**config.mk**
```make
export PLATFORM = sky130hd
export DESIGN_NAME = regfile_sb
export DESIGN_NICKNAME = d
export VERILOG_FILES = /design/src/rtl/regfile_sb.sv
export SDC_FILE = /design/constraint.sdc
export NUM_CORES = 1
export LEC_CHECK = 0
export CORE_ASPECT_RATIO = 0.75
export CORE_UTILIZATION = 31
export CTS_CLUSTER_DIAMETER = 120
export CTS_CLUSTER_SIZE = 8
export DETAILED_ROUTE_END_ITERATION = 7
export PLACE_DENSITY = 0.43
export REMOVE_ABC_BUFFERS = 1
export SLEW_MARGIN = 20
export SYNTH_ARGS = -nofsm -noshare
export SYNTH_HDL_FRONTEND = slang
export SYNTH_SLANG_ARGS = --single-unit
```
**constraint.sdc**
```tcl
create_clock -name CLK -period 5.6 [get_ports CLK]
set_clock_uncertainty 0.15 [all_clocks]
set_input_delay 0.84 -clock CLK [delete_from_list [all_inputs] [get_ports CLK]]
set_output_delay 0.84 -clock CLK [all_outputs]
set_load 0.02 [all_outputs]
```
**src/rtl/regfile_sb.sv**
```systemverilog
// Register bank with two combinational read ports, two write ports and a pending-write
// scoreboard for long-latency ops. Define REGFILE_BYPASS_EN for write-through reads.
module regfile_sb #(
  parameter int DATA_W      = 32,
  parameter int ADDR_W      = 4,
  parameter int PC_IDX      = 15,
  parameter int MAX_PENDING = 4
) (
  input  logic                                 CLK,
  input  logic                                 RESET,
  input  logic [ADDR_W-1:0]                    RA1,
  input  logic [ADDR_W-1:0]                    RA2,
  output logic [DATA_W-1:0]                    RD1,
  output logic [DATA_W-1:0]                    RD2,
  output logic                                 BUSY1,
  output logic                                 BUSY2,
  input  logic [DATA_W-1:0]                    PC,
  input  logic                                 WE,
  input  logic [ADDR_W-1:0]                    WA,
  input  logic [DATA_W-1:0]                    WD,
  input  logic                                 LWE,
  input  logic [ADDR_W-1:0]                    LWA,
  input  logic [DATA_W-1:0]                    LWD,
  input  logic                                 ISSUE_VALID,
  input  logic [ADDR_W-1:0]                    ISSUE_ADDR,
  output logic                                 ISSUE_READY,
  output logic [$clog2(MAX_PENDING+1)-1:0]     PENDING_CNT,
  output logic                                 SB_ERR
);
  localparam int NREG  = 2 ** ADDR_W;
  localparam int CNT_W = $clog2(MAX_PENDING + 1);
  localparam logic [ADDR_W-1:0] PC_A  = ADDR_W'(PC_IDX);
  localparam logic [CNT_W-1:0]  MAX_C = CNT_W'(MAX_PENDING);

  logic [DATA_W-1:0] bank_q [NREG];
  logic [NREG-1:0]   busy_q, busy_d;
  logic [CNT_W-1:0]  cnt_q, cnt_d;
  logic              err_q, err_d;
  logic              issue_ready, lwe_hit, issue_ok, issue_err, lwe_err;

  assign issue_ready = (cnt_q < MAX_C);
  assign lwe_hit     = LWE && busy_q[LWA];

  // An issue to a busy register is legal only when that register completes this same cycle.
  assign issue_ok  = ISSUE_VALID && issue_ready && (ISSUE_ADDR != PC_A) &&
                     (!busy_q[ISSUE_ADDR] || (lwe_hit && (LWA == ISSUE_ADDR)));
  assign issue_err = ISSUE_VALID && (!issue_ready ||
                     ((ISSUE_ADDR != PC_A) && busy_q[ISSUE_ADDR] &&
                      !(lwe_hit && (LWA == ISSUE_ADDR))));
  assign lwe_err   = LWE && !busy_q[LWA];

  always_comb begin
    busy_d = busy_q;
    if (lwe_hit)  busy_d[LWA] = 1'b0;
    if (issue_ok) busy_d[ISSUE_ADDR] = 1'b1;
    cnt_d = cnt_q + CNT_W'(issue_ok) - CNT_W'(lwe_hit);
    err_d = err_q | issue_err | lwe_err;
  end

  always_ff @(posedge CLK) begin
    if (RESET) begin
      for (int i = 0; i < NREG; i++) bank_q[i] <= '0;
      busy_q <= '0;
      cnt_q  <= '0;
      err_q  <= 1'b0;
    end else begin
      // Primary port is younger in program order, so it wins an address collision.
      if (LWE && (LWA != PC_A) && !(WE && (WA == LWA))) bank_q[LWA] <= LWD;
      if (WE && (WA != PC_A)) bank_q[WA] <= WD;
      busy_q <= busy_d;
      cnt_q  <= cnt_d;
      err_q  <= err_d;
    end
  end

  genvar gi;
  generate
    for (gi = 0; gi < 2; gi++) begin : g_rd
      logic [ADDR_W-1:0] ra_v;
      logic [DATA_W-1:0] rd_v;
      logic              busy_v;
      assign ra_v = (gi == 0) ? RA1 : RA2;
      always_comb begin
        rd_v   = bank_q[ra_v];
        busy_v = busy_q[ra_v];
`ifdef REGFILE_BYPASS_EN
        if (LWE && (LWA == ra_v)) begin
          rd_v   = LWD;
          busy_v = 1'b0;
        end
        if (WE && (WA == ra_v)) rd_v = WD;
`endif
        if (ra_v == PC_A) begin
          rd_v   = PC;
          busy_v = 1'b0;
        end
      end
    end
  endgenerate

  assign RD1         = g_rd[0].rd_v;
  assign RD2         = g_rd[1].rd_v;
  assign BUSY1       = g_rd[0].busy_v;
  assign BUSY2       = g_rd[1].busy_v;
  assign ISSUE_READY = issue_ready;
  assign PENDING_CNT = cnt_q;
  assign SB_ERR      = err_q;
endmodule

```
### After elaboration in Yosys (flattened, before gate mapping)

Memories as Yosys holds them, arrays and structs flattened.
Cells that the tools add are included.

* $add $sub $neg: 2
* order comparisons: 7
* eq/ne operators: 7
* muxes and demuxes: 32
* bitwise operators: 5
* reduce and logical (&&, ||, !) cells: 24

Operators by type and width (number)
* $mux 32: 4
* $reduce_or 32->1: 2
* $mux 16: 2
* $lt 4x5->1 const B: 4
* $mux 1: 18
* $and 16x16->16: 1
* $bmux 1 s4: 4
* $not 16->16: 1
* $or 16x16->16: 1
* $logic_and 1x1->1: 15
* $ne 4x4->1 const B: 3
* $demux 1 s4: 2
* $eq 4x4->1: 2
* $eq 4x4->1 const B: 2
* $ge 4x1->1 const B: 2
* $mux 4: 2
* $logic_not 1->1: 5
* $add 3x1->3: 1
* $lt 3x3->1 const B: 1
* $sub 3x1->3: 1
* $logic_or 1x1->1: 2
* $or 1x1->1: 2

* register bits: 20
* RAM bits: 512
* memories kept: 1

Memory list
* bank_q: depth 16, bits a word 32, rd ports 2, clocked after memory_dff 0, write ports 16, RTL line 35 `logic [DATA_W-1:0] bank_q [NREG];`

### Depth between registers and ports, before layout

Gate-level depths: netlist (run 1).

* word-level depth: 10
* mapped depth: 13
* depth with buffers taken out: 11

### Least setup slack after synthesis (run 1)

Ideal clock, no wire load.

* kind: in2out
* start point: input RA1[0]
* end point: output RD1[0]
* arrival time: 2896 ps
* data required time: 4610 ps
* setup slack: 1714 ps
* cell stages on the path: 5
* path buffers: 2
* cell sequence: clkbuf_1 -> buf_1 -> mux4_2 -> mux4_2 -> mux2_2

* cells in the longest elaborated chain, start to end: 2
* elaborated cells on any way between the ends: 3

RTL lines
* from (decl): RTL line 11 `input logic [ADDR_W-1:0] RA1,`
* $mem_v2 16x32 / $eq 4x4->1 (equally long branches)
* $mux 32 *: RTL line 93 `if (ra_v == PC_A) begin`
* to (decl): RTL line 13 `output logic [DATA_W-1:0] RD1,`

Mark *: on every way between the ends. The rest lies on a longest branch, timed or not.

### Worst setup path after layout (run 1)

* start point: input RA2[0]
* end point: output RD2[0]

* cells in the longest elaborated chain, start to end: 2
* elaborated cells on any way between the ends: 3

RTL lines
* from (decl): RTL line 12 `input logic [ADDR_W-1:0] RA2,`
* $mem_v2 16x32 / $eq 4x4->1 (equally long branches)
* $mux 32 *: RTL line 93
* to (decl): RTL line 14 `output logic [DATA_W-1:0] RD2,`

Marks and branches as above.

==> impl_metrics.yaml, run 1 <==
power:
  p_switching_mw: 2.953
  clockPowerShare_pct: 39.3
  p_seq_share_pct: 43.5
  p_total_mw: 10.98
  p_sw_share_pct: 26.88
  power.leakage_nw: 11.14
  peakVddDrop_mv: 0.1865
  power_frac_comb_pct: 17.3
  internal-power_mw: 8.032
  p_per_area_nw_per_um2: 300.3
cells_and_area:
  fin_area_um2: 36580
  final_nets: 2105
  area_growth_pct: 17.48
  layout-drive-gt1-share_pct: 29.76
place:
  numPortBuffers: 191
  dpl_cell_area_um2: 34510
  routabilityCongestion: 0.8351
  post-place-ws_ns: 0.9890
  hpwl_mm: 66.36
clock_network:
  cts_tree: "yes"
  hold_buffers: 0
  clkTransAtPathRegs_ns: 0.05
  cts_resized: 0
  cts_max_level: 3
  cts-root-buf: "clkbuf_16"
  cts_max_path_buffers: 3
  clock-sinks: 532
  post_cts_buffers: 0
  clk_latency_ns: 0.62
  cts-buffers-inserted: 76
synthesis:
  synth.most_common_cell: "edfxtp_1"
  synthTopCellsByArea: "edfxtp_1 49%, mux4_2 22%, a32o_1 15%, clkbuf_1 3.0%, mux2_2 2.3%"
  synthesis.area_um2: 31140
  ys_types: 49
  ys_ff_latch: 532
  ys.flop_type: "edfxtp_1"
  yosysSeqAreaShare_pct: 50.66
  synth-edff-count: 512
  avgSynthCellArea_um2: 16.22
  synth.largest_area_cell: "edfxtp_1"
  syn_inst: 1920
  netlist.area_leader.share_pct: 49.38
  ys_warn_count: 0
  ys_async_sr_fraction_pct: 0
  synth_commonest_cells: "512 x edfxtp_1, 480 x a32o_1, 304 x mux4_2, 246 x clkbuf_1, 64 x mux2_2"
global_routing:
  antenna_found_initial: 1
  grt_usage_pct: 24.85
  overflow: 0
  grt_pass1_vias: 23032
  grt_max_degree: 125
  grt_pass1_wl_mm: 180.9
timing:
  slew_viol_final: 0
  rsz0062_at_grt: "no"
  period_minus_slack_ns: 4.553
  fin_ws_ns: 1.047
  tightestPinTransition_ns: 1.021
  hold_violations: 0
  slew-limit-headroom_pct: 31.93
  setup_viol: 0
  period_share_pct: 81.30
  clock.fmax_mhz: 219.6
setup_path:
  start_kind: "input pin"
  end_kind: "primary output"
  required_ns: 4.61
  path_max_fanout: 57
  path_class: "in -> out"
  crit_arrival_ns: 3.56
floorplan:
  initial_utilization_pct: 31.34
  dieArea_um2: 101700
  io_pins: 192
  fp.dieW_um: 368.0
  core_um2: 99350
  die_h_um: 276.5
  rows: 100
routing:
  num_vias: 22600
  wire_per_inst_um: 38.62
  drt_iter0_markers: 3043
  vias_per_cell: 6.795
  ant_nets: 0
  drc: 0
  drt_first_pass_iters: 6
  finalWirelength_mm: 128.5
hold_path:
  hp-class: "reg -> reg"
run_status:
  status: "complete, no violations"
run:
  drv_cap: 0
[area by class of cell]
| class | count | area [µm²] |
|---|---|---|
| Timing Repair Buffer | 270 | 2711 |
| Fill cell | 9310 | 62770 |
| Antenna cell | 1 | 2.502 |
| Sequential cell | 532 | 15780 |
| Clock buffer | 94 | 2033 |
| Tap cell | 1326 | 1659 |
| Multi-Input combinational cell | 1092 | 14330 |
| Inverter | 9 | 33.78 |
| Clock inverter | 2 | 38.79 |
[layout by cell type (no fill, tap or decap), drive strengths merged, types with 5 or more instances in the layout]
master,synthesis,routed
or2b,5,5
a32o,480,480
o21a,32,32
clkdlybuf4s50,0,182
clkbuf,252,95
mux2i,12,12
dfxtp,20,20
nand3,8,8
a211o,17,17
o211ai,8,8
nand2,8,8
mux4,304,304
nor2,17,17
xnor2,6,6
o41ai,16,16
nor3,10,10
conb,1,32
edfxtp,512,512
buf,64,87
mux2,64,64
o22a,31,31
inv,8,9
[sequential cells by signal (all words and copies together) (netlist names)]
register and count:
bank_q 512, PENDING_CNT 3, SB_ERR 1, busy_q 16
[logic make-up after synthesis]
| logic type | count (synthesis) | share of synthesized area (%) |
|---|---|---|
| AOI/OAI and AO/OA | 591 | 18.40 |
| DFF | 532 | 50.66 |
| muxes | 380 | 24.69 |
| buffers and inverters | 327 | 4.392 |
| and+or+nand+nor | 77 | 1.455 |
| xor gates and xnor gates | 9 | 0.2532 |
| adders and majority gates | 3 | 0.1446 |
| other | 1 | 0.01204 |
[final timing paths]
| kind | startpoint | endpoint | slack (ns) | cells after the start |
|---|---|---|---|---|
| max reg2reg | busy_q[15] | PENDING_CNT[2] | 2.24 | 11 |
| min reg2reg | SB_ERR | SB_ERR | 0.42 | 3 |
| max | RA2[0] | RD2[0] | 1.05 | 6 |
| min | SB_ERR | SB_ERR | 0.42 | 3 |
[metrics by stage]
stage               hold slack, ns  setup TNS, ns  utilization, %  std cells
floorplan                   0.3382       -2900.19               -       1633
global placement            0.4148              0           34.73       3229
detailed placement          0.4131              0           34.73       3229
CTS                         0.4253              0           36.82       3325
global route                0.4519              0           36.82       3325
finish                      0.4178              0           36.82       3326
[worst max-delay path, cell delays in order]
cell	delay, ns
clkbuf_8	0.34
buf_12	0.41
mux4_2	0.58
mux4_2	0.57
o21a_1	0.15
clkdlybuf4s50_1	0.53
[power groups by stage]
| stage | Clock [mW] | Sequential (mW) | Combinational [mW] |
|---|---|---|---|
| global placement | 0 | 4.84 | 1.90 |
| finish | 4.31 | 4.77 | 1.90 |
| detailed placement | 0 | 4.85 | 1.89 |
| floorplan | 0 | 4.81 | 0.911 |
| CTS | 4.38 | 4.77 | 1.90 |
| global route | 4.52 | 4.81 | 1.98 |
[per-layer routing]
metal  GRT usage, %  share of wire [%]
met1          33.85                 42
met2          39.98                 47
met3          4.931                8.5
met4          7.288                2.8
met5              0                  0
Note: power is estimated with default switching activity, not from simulation.
==> run 2: changes to the inputs <==
Settings changed: PLACE_DENSITY 0.43 to 0.45.
Clock period 5.6 ns to 3.9 ns, I/O delays scaled along.
==> run 2 against run 1 <==
  * Non-clock buffer count grew 91
  * Via count up 3.3%
  * Core utilization grew 1.3 points
  * Cell area is 3.5% higher
  * Clock power increased by 43%
  * Count of clock-buffer cells in the layout decreased by 1
  * Register-to-register slack worse by 1.7 ns
  * Critical endpoint is now RD1[26]
  * Largest cell class unchanged
==> impl_metrics.yaml, run 2 (same netlist as run 1, synthesis figures left out) <==
run_status:
  status: "complete, no violations"
routing:
  finalWirelength_mm: 131.8
  ant_nets: 0
  drt_first_pass_iters: 5
  wire_per_inst_um: 38.53
  vias_per_cell: 6.827
  drc: 0
  num_vias: 23349
  drt_iter0_markers: 3330
power:
  power.leakage_nw: 11.81
  internal-power_mw: 11.60
  p_sw_share_pct: 27.28
  p_seq_share_pct: 43.0
  peakVddDrop_mv: 0.2634
  clockPowerShare_pct: 38.7
  p_switching_mw: 4.351
  power_frac_comb_pct: 18.3
  p_per_area_nw_per_um2: 421.3
  p_total_mw: 15.95
cells_and_area:
  final_cell_mix: "512 x edfxtp_1, 480 x a32o_1, 304 x mux4_2, 182 x clkdlybuf4s50_1, 106 x buf_4"
  multiInputGateArea_um2: 14280
  final_util_pct: 38.11
  fill_cells: 9207
  final_nets: 2196
  final_common_cell: "edfxtp_1"
  layout-drive-gt1-share_pct: 32.87
  fin_area_um2: 37860
  area_growth_pct: 21.59
  largest_reg_flops: 512
  fin_cells: 3420
  top_register: "bank_q"
  seq_area_um2: 15780
place:
  place_inst: 3319
  numPortBuffers: 191
  hpwl_mm: 77.49
  dpl_cell_area_um2: 35750
  routabilityCongestion: 0.8333
timing:
  rsz0062_at_grt: "no"
  setup_viol: 0
  tightestPinTransition_ns: 1.012
  period_share_pct: 98.85
  slew_viol_final: 0
  hold_violations: 0
  hold_slack_ns: 0.2911
  period_minus_slack_ns: 3.855
  slew-limit-headroom_pct: 32.50
  clock.fmax_mhz: 259.4
hold_path:
  hp-start: "RESET"
  hp-class: "in -> reg"
  worstHoldPathCells: 1
  worstHoldEndpoint: "bank_q[15][25]"
global_routing:
  grt_pass1_wl_mm: 185.4
  grt_max_degree: 83
  grt-busiest-layer: "met2"
  overflow: 0
  use_met3_pct: 5.300
  grt_use_met2_pct: 37.67
  grtUsageMet1_pct: 37.49
  grt_usage_pct: 25.47
  antenna_found_initial: 5
  grt_pass1_vias: 23195
clock_network:
  cts_max_level: 3
  clkTransAtPathRegs_ns: 0.05
  cts_resized: 0
  cts_tree: "yes"
  cts-buffers-inserted: 76
  clk_latency_ns: 0.64
  hold_buffers: 0
  cts_max_path_buffers: 3
  post_cts_buffers: 0
  clock-sinks: 532
  cts-root-buf: "clkbuf_16"
setup_path:
  cp.buffers_inverters: 3
  cpLargestDelayFamily: "multiplexers"
  cpMostUsedCell: "mux4_2"
  critPathSlowestCell: "clkdlybuf4s50_1"
  start_kind: "input pin"
  required_ns: 3.16
  slowest_delay_ns: 0.57
  rr_endpoint: "PENDING_CNT[2]"
  r2r-start: "busy_q[15]"
  end_kind: "primary output"
  path_max_fanout: 19
  path_class: "in -> out"
  crit_arrival_ns: 3.12
  worstPathCellList: "buf_8, buf_12, mux4_2, mux4_2, mux2_2, clkdlybuf4s50_1"
  reg2reg_depth: 11
  r2r_slack_ns: 0.51
floorplan:
  dieArea_um2: 101700
  initial_utilization_pct: 31.34
  io_pins: 192
  fp.dieW_um: 368.0
  die_h_um: 276.5
  rows: 100
  core_um2: 99350
run:
  drv_cap: 0
## run 2: routing by layer
metal	routed length (µm)	share of wire, %	vias to the layer above
met5	26	0.020	-
met4	3740	2.8	4
met3	13780	10	235
met2	58340	44	1594
met1	55890	42	12535
li1	-	-	8981
## run 2: worst max path at each step
stage | cells past startpoint | from | slack (ns) | to
CTS | 6 | RA1[0] | 0.04 | RD1[25]
detailed placement | 12 | ISSUE_ADDR[0] | -0.27 | PENDING_CNT[2]
floorplan | 4 | RESET | -5.49 | bank_q[0][0]
global placement | 13 | LWA[0] | -0.29 | PENDING_CNT[2]
global route | 6 | RA1[0] | 0.03 | RD1[13]
finish | 6 | RA1[0] | 0.04 | RD1[26]
## run 2: layout make-up
type	instances	share of cell area [%]
flip-flops and latches	532	41.67
multi-input cells	1092	37.72
repair buffers	361	10.65
clock buffers	93	5.248
well taps	1326	4.382
clock inverters	6	0.2346
inverters	9	0.08923
diodes	1	0.006610
## run 2: power groups by stage
| stage | clock network, mW | logic (mW) | registers [mW] |
|---|---|---|---|
| after floorplan | 0 | 1.31 | 6.90 |
| after global placement | 0 | 2.89 | 6.94 |
| after detailed placement | 0 | 2.88 | 6.96 |
| after CTS | 6.27 | 2.90 | 6.86 |
| after global routing | 6.46 | 3.03 | 6.90 |
| final | 6.18 | 2.92 | 6.86 |
## run 2: through the flow
step | TNS (ns) | setup slack (ns)
floorplan | -4288.83 | -5.491
global placement | -0.4960 | -0.2932
detailed placement | -0.4770 | -0.2712
CTS | 0 | 0.04035
global route | 0 | 0.03053
finish | 0 | 0.04477
==> run 3: changes to the inputs <==
Settings changed: CAP_MARGIN set to 20, CTS_CLUSTER_DIAMETER 120 to 50.
==> run 3 against run 2 <==
  * First-iteration DRC count increased by 3.5%
  * Largest cell class unchanged
  * Non-clock buffer count is the same
  * Sequential share of layout area is 0.41 points lower
  * Core utilization is 0.38 points higher
  * Power increased by 4.2%
  * Combinational power about the same
  * Highest routed layer unchanged
  * Largest power group unchanged
  * Register-to-register slack hardly changed
  * Cell area increased by 1.0%
  * Via count is 0.15% lower
==> impl_metrics.yaml, run 3 (same netlist as run 1, synthesis figures left out) <==
run_status:
  status: "complete, no violations"
global_routing:
  antenna_found_initial: 5
  grt_usage_pct: 25.40
  grt_max_degree: 83
  grt_pass1_vias: 23206
  grt_pass1_wl_mm: 185.2
  overflow: 0
clock_network:
  cts_resized: 0
  post_cts_buffers: 0
  cts_max_level: 3
  cts-root-buf: "clkbuf_16"
  clk_latency_ns: 0.63
  hold_buffers: 0
  clkTransAtPathRegs_ns: 0.05
  cts_max_path_buffers: 3
  clock-sinks: 532
  cts-buffers-inserted: 84
  cts_tree: "yes"
cells_and_area:
  top_register: "bank_q"
  final_cell_mix: "512 x edfxtp_1, 480 x a32o_1, 304 x mux4_2, 182 x clkdlybuf4s50_1, 106 x buf_4"
  seq_area_um2: 15780
  fin_area_um2: 38240
  fill_cells: 9185
  multiInputGateArea_um2: 14280
  diodes: 0
  layout-drive-gt1-share_pct: 33.36
  final_common_cell: "edfxtp_1"
  largest_reg_flops: 512
  final_nets: 2204
  area_growth_pct: 22.80
  final_util_pct: 38.49
routing:
  top_layer: "met5"
  wire_per_inst_um: 38.11
  vias_per_cell: 6.762
  met2WireLength_mm: 58.16
  drc: 0
  drt-met1-wl_mm: 55.65
  ant_nets: 0
  drt_iter0_markers: 3445
  num_vias: 23315
  wl_met3_mm: 13.98
  finalWirelength_mm: 131.4
  drt_first_pass_iters: 5
run:
  drv_cap: 0
hold_path:
  hp-start: "RESET"
  worstHoldPathCells: 1
  hp-class: "in -> reg"
  worstHoldEndpoint: "bank_q[15][25]"
setup_path:
  start_kind: "input pin"
  crit_arrival_ns: 3.11
  cpMostUsedCell: "mux4_2"
  r2r-start: "busy_q[15]"
  end_kind: "primary output"
  path_class: "in -> out"
  rr_endpoint: "PENDING_CNT[2]"
  cp.buffers_inverters: 3
  r2r_slack_ns: 0.51
  required_ns: 3.16
  critPathSlowestCell: "clkdlybuf4s50_1"
  cpLargestDelayFamily: "multiplexers"
  path_max_fanout: 19
  reg2reg_depth: 11
  worstPathCellList: "buf_8, buf_12, mux4_2, mux4_2, mux2_2, clkdlybuf4s50_1"
  slowest_delay_ns: 0.57
floorplan:
  initial_utilization_pct: 31.34
  die_h_um: 276.5
  dieArea_um2: 101700
  io_pins: 192
  core_um2: 99350
  rows: 100
  fp.dieW_um: 368.0
timing:
  tightestPinTransition_ns: 0.9941
  setup_tns_ns: 0
  hold_violations: 0
  clock.fmax_mhz: 260.3
  rsz0062_at_grt: "no"
  fin_ws_ns: 0.05887
  period_share_pct: 98.49
  slew_viol_final: 0
  period_minus_slack_ns: 3.841
  setup_viol: 0
  slew-limit-headroom_pct: 33.73
place:
  dpl_cell_area_um2: 35750
  post-place-ws_ns: -0.2712
  hpwl_mm: 77.49
  numPortBuffers: 191
  routabilityCongestion: 0.8333
power:
  p_total_mw: 16.63
  peakVddDrop_mv: 0.2723
  power.leakage_nw: 12.00
  p_per_area_nw_per_um2: 434.8
run 3: cell types whose count changed in the layout (fill, tap and decap cells not counted), moves of 2 or more:
cell,delta
clkinv_4,+2
clkbuf_16,+12
clkbuf_1,+2
inv_6,-2
clkinv_2,+7
clkinv_1,+7
run 3: worst max-delay path by stage:
stage / depth (start not counted) / end / from
2_1_floorplan: 4 / bank_q[0][0] / RESET
3_3_place_gp: 13 / PENDING_CNT[2] / LWA[0]
3_5_place_dp: 12 / PENDING_CNT[2] / ISSUE_ADDR[0]
4_1_cts: 6 / RD1[25] / RA1[0]
5_1_grt: 6 / RD1[26] / RA1[0]
6_report: 6 / RD1[26] / RA1[0]
run 3: final cells by class:
| class | count | share of cell area, % |
|---|---|---|
| clock buffer | 107 | 6.001 |
| multi-input combinational | 1092 | 37.35 |
| sequential | 532 | 41.26 |
| clock inverter | 21 | 0.4221 |
| inverter | 9 | 0.08835 |
| tap | 1326 | 4.339 |
| timing repair buffer | 361 | 10.55 |
run 3: routing by layer:
layer,track usage [%],up-vias
met5,0,-
met4,7.075,4
met3,5.541,232
met2,37.66,1622
met1,37.20,12429
li1,-,9028
run 3: power by group:
group          switching (mW)  total [mW]  leakage (nW)  internal (mW)
clock network            2.70        6.85          1.20           4.15
registers               0.192        6.86          5.07           6.67
logic                    1.58        2.92          5.73           1.33
total                    4.47        16.6          12.0           12.2
run 3: worst register-to-register path: stages (launching register included):
cell and delay, ns:
dfxtp_1 0.49, mux2i_1 0.12, mux4_2 0.54, nor4_4 0.24, nor3_2 0.10, or3_2 0.46, ha_1 0.30, inv_1 0.05
ha_1 0.19, fa_1 0.40, xnor2_1 0.18, nor2_1 0.05
run 3: stage by stage:
stage	hold WS [ns]	std cells
after CTS	0.2571	3447
after global routing	0.2807	3448
after floorplan	0.3382	1633
final	0.2824	3448
after detailed placement	0.3905	3319
after global placement	0.4126	3319
==> variant 1, RTL diff (settings of run 2) <==
Register the output `PENDING_CNT` once more, without a reset; this adds one clock of latency there. The other outputs are not delayed to match.
--- a/src/rtl/regfile_sb.sv
+++ b/src/rtl/regfile_sb.sv
@@ -103,7 +103,9 @@
   assign BUSY1       = g_rd[0].busy_v;
   assign BUSY2       = g_rd[1].busy_v;
   assign ISSUE_READY = issue_ready;
-  assign PENDING_CNT = cnt_q;
+  always_ff @(posedge CLK) begin
+    PENDING_CNT <= cnt_q;
+  end
   assign SB_ERR      = err_q;
 endmodule
 
Formal check against the unedited RTL: not equivalent (a bounded check fails within 4 cycles, from zero or initial values and one cycle with RESET high).
==> variant 1 against run 2 <==
Power shrank 1.9%. Synthesized area shrank 2.5%. Global-route usage fell by 0.18 points. Hold slack lost 0.075 ns. Sequential cell count increased by 3. Combinational power fell by 11%. Worst setup slack improved by 0.027 ns. Cell area is 2.5% lower. Routed wire length down 4.2%. Highest routed layer unchanged. Core utilization down 0.10 points.
==> variant 1: results (changes against run 2) <==
| Metric | Value |
|---|---|
| Post-synthesis cell count | `1889 (-1.6%)` |
| Mux cell area share after synthesis | `0.253 (+0.00565)` |
| DR WL met3 | `13.7 mm (-0.82%)` |
| Total leakage power | `12.2 nW (+3.3%)` |
| Power in sequential cells | `6.88 mW (about the same)` |
| Hold Worst Slack | `0.216 ns (-0.0749 ns)` |
| Launch instance of the worst min-delay path | `cnt_q[0]` |
| Share of the synthesized netlist area taken by xor and xnor gates | `0.00231 (-0.000223)` |
| Worst-case setup slack after placement | `-0.240 ns (+0.0315 ns)` |
| Share of layout cells above drive strength 1 | `0.315 (-0.0135)` |
| Fraction of met3 tracks used by global routing | `0.0717 (+0.0187)` |
| Endpoint of the worst-slack reg-to-reg timing path | `cnt_q[2]` |
| IR Drop Worst-Case VDD | `0.265 mV (+0.51%)` |
| Length of routed met2 wiring | `54.1 mm (-7.3%)` |
| Worst flop-to-flop path startpoint | `busy_q[7]` |
| Classification of the worst-slack hold path | `flip-flop to flip-flop` |
| Global Route met2 Usage | `0.366 (-0.0109)` |
| Crit path arrival time | `3.09 ns (-0.03 ns)` |
| Detailed router's first-iteration violation count | `2678 (-20%)` |
| Post-DP HPWL | `72.3 mm (-6.7%)` |
| Library cell contributing the largest single delay on the critical path | `mux4_2` |
| Final routed wirelength across all metal layers | `126 mm (-4.2%)` |
| Complex-gate fraction of the synthesized area | `0.165 (-0.0193)` |
| Cell-internal power | `11.5 mW (-0.55%)` |
| Share of flip-flops with an asynchronous set or reset | `0 (unchanged)` |
| End of the worst hold path | `PENDING_CNT[0]` |
| Drt pass-1 iters | `5 (unchanged)` |
| Top cells by count, synth | `512 x edfxtp_1, 480 x a22o_1, 304 x mux4_2` |
| Adder-cell share of the synthesized area | `0.00148 (+0.0000372)` |
| Result of the run | `finished clean` |
| Total routing resource utilization after global routing | `0.253 (-0.00183)` |
| Wire length of the first global-routing pass | `175 mm (-5.4%)` |
| Met1 global-route usage | `0.369 (-0.00569)` |
| Vias | `21700 (-6.9%)` |
| Pin count of the biggest net entering global routing | `37 (-55%)` |
| Metal-1 WL | `55.1 mm (-1.4%)` |
| Reg-to-reg setup timing slack | `0.55 ns (+0.04 ns)` |
| Busiest grt layer | `met1` |
| Top cells by area in the synthesized netlist | `edfxtp_1 51%, mux4_2 23%, a22o_1 14%` |
| Number of standard cells in the layout, taps in and fillers out | `3418 (-0.058%)` |
| Crit path max fanout | `22 (+3)` |
| Instance area at placement | `34800 um^2 (-2.6%)` |
| Distinct cell type count of the synthesized netlist | `40 (-18%)` |
| Worst relative slew slack | `0.405 (+0.0796)` |
| Net Sw Frac | `0.263 (-0.0102)` |
| Fraction of the yosys area taken by sequential cells | `0.522 (+0.0150)` |
| Layout net count | `2208 (+0.55%)` |
-- variant 1: worst max-delay path by stage --
stage	start	endpoint	slack (ns)	depth (start not counted)
floorplan	WE	bank_q[0][0]	-0.14	4
CTS	RA1[0]	RD1[22]	0.06	6
global placement	LWA[0]	cnt_q[2]	-0.23	12
finish	RA1[0]	RD1[22]	0.07	6
detailed placement	LWA[0]	cnt_q[2]	-0.24	12
global route	RA1[0]	RD1[22]	0.02	6
-- variant 1: area by class of cell --
type                    count  area, um^2
fillers                  9009       60200
flip-flops and latches    535       15800
multi-input cells        1125       13800
repair buffers            342        3540
clock buffers              93        2030
well taps                1313        1640
clock inverters             4        50.0
inverters                   4        15.0
diodes                      2        5.00
-- variant 1: what timing repair did --
action / 4_1_cts / 5_1_grt
setup endpoints to repair: 1 / 0
buffers inserted: 0 / 0
gates resized for setup: 1 / 0
==> variant 2, RTL diff (config.mk and constraints of run 2) <==
Without the edit above. Build with the macro `REGFILE_BYPASS_EN` defined.
--- a/src/rtl/regfile_sb.sv
+++ b/src/rtl/regfile_sb.sv
@@ -1,5 +1,7 @@
 // Register bank with two combinational read ports, two write ports and a pending-write
 // scoreboard for long-latency ops. Define REGFILE_BYPASS_EN for write-through reads.
+`define REGFILE_BYPASS_EN
+
 module regfile_sb #(
   parameter int DATA_W      = 32,
   parameter int ADDR_W      = 4,
Function: changed (a bounded check fails within 4 cycles, from zero or initial values and one cycle with RESET high).
==> variant 2 against run 2 <==
Global-route usage increased by 0.35 points. Sequential cell count unchanged. Non-clock buffer count increased by 117. Worst setup slack improved by 0.022 ns. Hold slack got worse by 0.061 ns. Power increased by 1.2%. Largest cell class is now multi-input combinational cells. Highest routed layer is now met4. Cell area increased by 6.6%. Routed wire length increased by 8.6%. Largest power group unchanged. Final cell count increased by 15%. Synthesized area increased by 7.1%. Clock power decreased by 2%. Critical endpoint is now RD1[14].
==> variant 2: results (changes against run 2) <==
| Metric | Value |
|---|---|
| Result of the run | `finished clean` |
| Endpoint of the most critical setup path | `RD1[14]` |
| Filler cell count | `10000 (+8.7%)` |
| Worst-case setup slack after placement | `-0.0982 ns (+0.173 ns)` |
| Crit path arrival time | `3.10 ns (-0.02 ns)` |
| Fraction of met3 tracks used by global routing | `0.0365 (-0.0165)` |
| Total routing resource utilization after global routing | `0.258 (+0.00346)` |
| Register-to-Register Path Depth | `11 (unchanged)` |
| Tightest Pin Transition | `0.880 ns (-0.132 ns)` |
| Adder-cell share of the synthesized area | `0.00135 (-0.0000956)` |
| Share of layout cells above drive strength 1 | `0.306 (-0.0229)` |
| Portion of the clock cycle consumed by the worst path in the final layout | `0.983 (-0.00552)` |
| Fraction of the yosys area taken by sequential cells | `0.473 (-0.0335)` |
| Synthesized area per cell | `14.3 um^2 (-12%)` |
| Uppermost layer routed | `met4` |
| Library cell contributing the largest single delay on the critical path | `clkdlybuf4s50_1` |
| Complex-gate fraction of the synthesized area | `0.221 (+0.0369)` |
| Number of instances resized during post-cts repair | `26 (+26)` |
| Ant. Diodes | `0 (-1)` |
| Origin of the worst setup path | `WA[2]` |
| Crit path max fanout | `21 (+2)` |
| Family of cells with the greatest summed delay on the critical path | `buffers and inverters` |
| Mux cell area share after synthesis | `0.205 (-0.0419)` |
| CP peak stage delay | `0.55 ns (-0.02 ns)` |
| Number of standard cells in the layout, taps in and fillers out | `3922 (+15%)` |
| Placed insts | `3828 (+15%)` |
| Met1 global-route usage | `0.369 (-0.00600)` |
| Most frequently used flop master after synthesis | `edfxtp_1` |
| Post-detailed-route wirelength per cell | `36.5 um (-5.3%)` |
| Top cells by count, synth | `512 x edfxtp_1, 480 x a32o_1, 270 x mux4_2` |
| IR Drop Worst-Case VDD | `0.301 mV (+14%)` |
| Length of routed met2 wiring | `65.4 mm (+12%)` |
| Instance area at placement | `38300 um^2 (+7.1%)` |
| Via count of the first global-routing pass | `26900 (+16%)` |
| Number of instances on the worst hold path | `2 (+1)` |
| End of the worst hold path | `PENDING_CNT[2]` |
| Worst flop-to-flop path startpoint | `busy_q[0]` |
| GP Congestion | `0.842 (+1.0%)` |
| Detailed-route vias per instance | `6.78 (-0.68%)` |
| Metal-1 WL | `60.9 mm (+8.9%)` |
| Non-Filler Cell Area, Final | `40400 um^2 (+6.6%)` |
| Distinct cell type count of the synthesized netlist | `51 (+4.1%)` |
| Reg-to-reg setup timing slack | `0.95 ns (+0.44 ns)` |
| Post-DP HPWL | `86.2 mm (+11%)` |
| Pin count of the biggest net entering global routing | `87 (+4.8%)` |
| Share of the synthesized netlist area taken by xor and xnor gates | `0.00657 (+0.00404)` |
| Top cells by area in the synthesized netlist | `edfxtp_1 46%, mux4_2 18%, a32o_1 14%` |
| Drt pass-1 iters | `6 (+1)` |
| Hold Worst Slack | `0.230 ns (-0.0608 ns)` |
| Classification of the worst-slack hold path | `input port to flip-flop` |
| Global Route met2 Usage | `0.405 (+0.0281)` |
| Antenna violations before repair | `2 (-3)` |
| Wire length of the first global-routing pass | `204 mm (+9.8%)` |
| DR WL met3 | `12.7 mm (-7.9%)` |
-- variant 2: cell families (layout without fill, tap and decap cells) --
| logic type | Yosys count | count (layout) |
|---|---|---|
| xor gates and xnor gates | 25 | 25 |
| buffers and inverters | 440 | 580 |
| muxes | 345 | 345 |
| and+or+nand+nor | 193 | 193 |
| other | 1 | 32 |
| AOI/OAI and AO/OA | 795 | 795 |
| adders and majority gates | 3 | 3 |
| DFF | 532 | 532 |
-- variant 2: power breakdown --
| part | total, mW | internal, mW | switching [mW] |
|---|---|---|---|
| Combinational | 3.20 | 1.42 | 1.78 |
| Clock | 6.07 | 3.57 | 2.50 |
| Sequential | 6.87 | 6.67 | 0.206 |
| Total | 16.1 | 11.7 | 4.48 |
-- variant 2: layout make-up --
class	instances	area share
Clock inverter	3	0.00118
Multi-Input combinational cell	1393	0.393
Clock buffer	91	0.0490
Timing Repair Buffer	478	0.121
Tap cell	1417	0.0439
Inverter	8	0.000744
Sequential cell	532	0.391
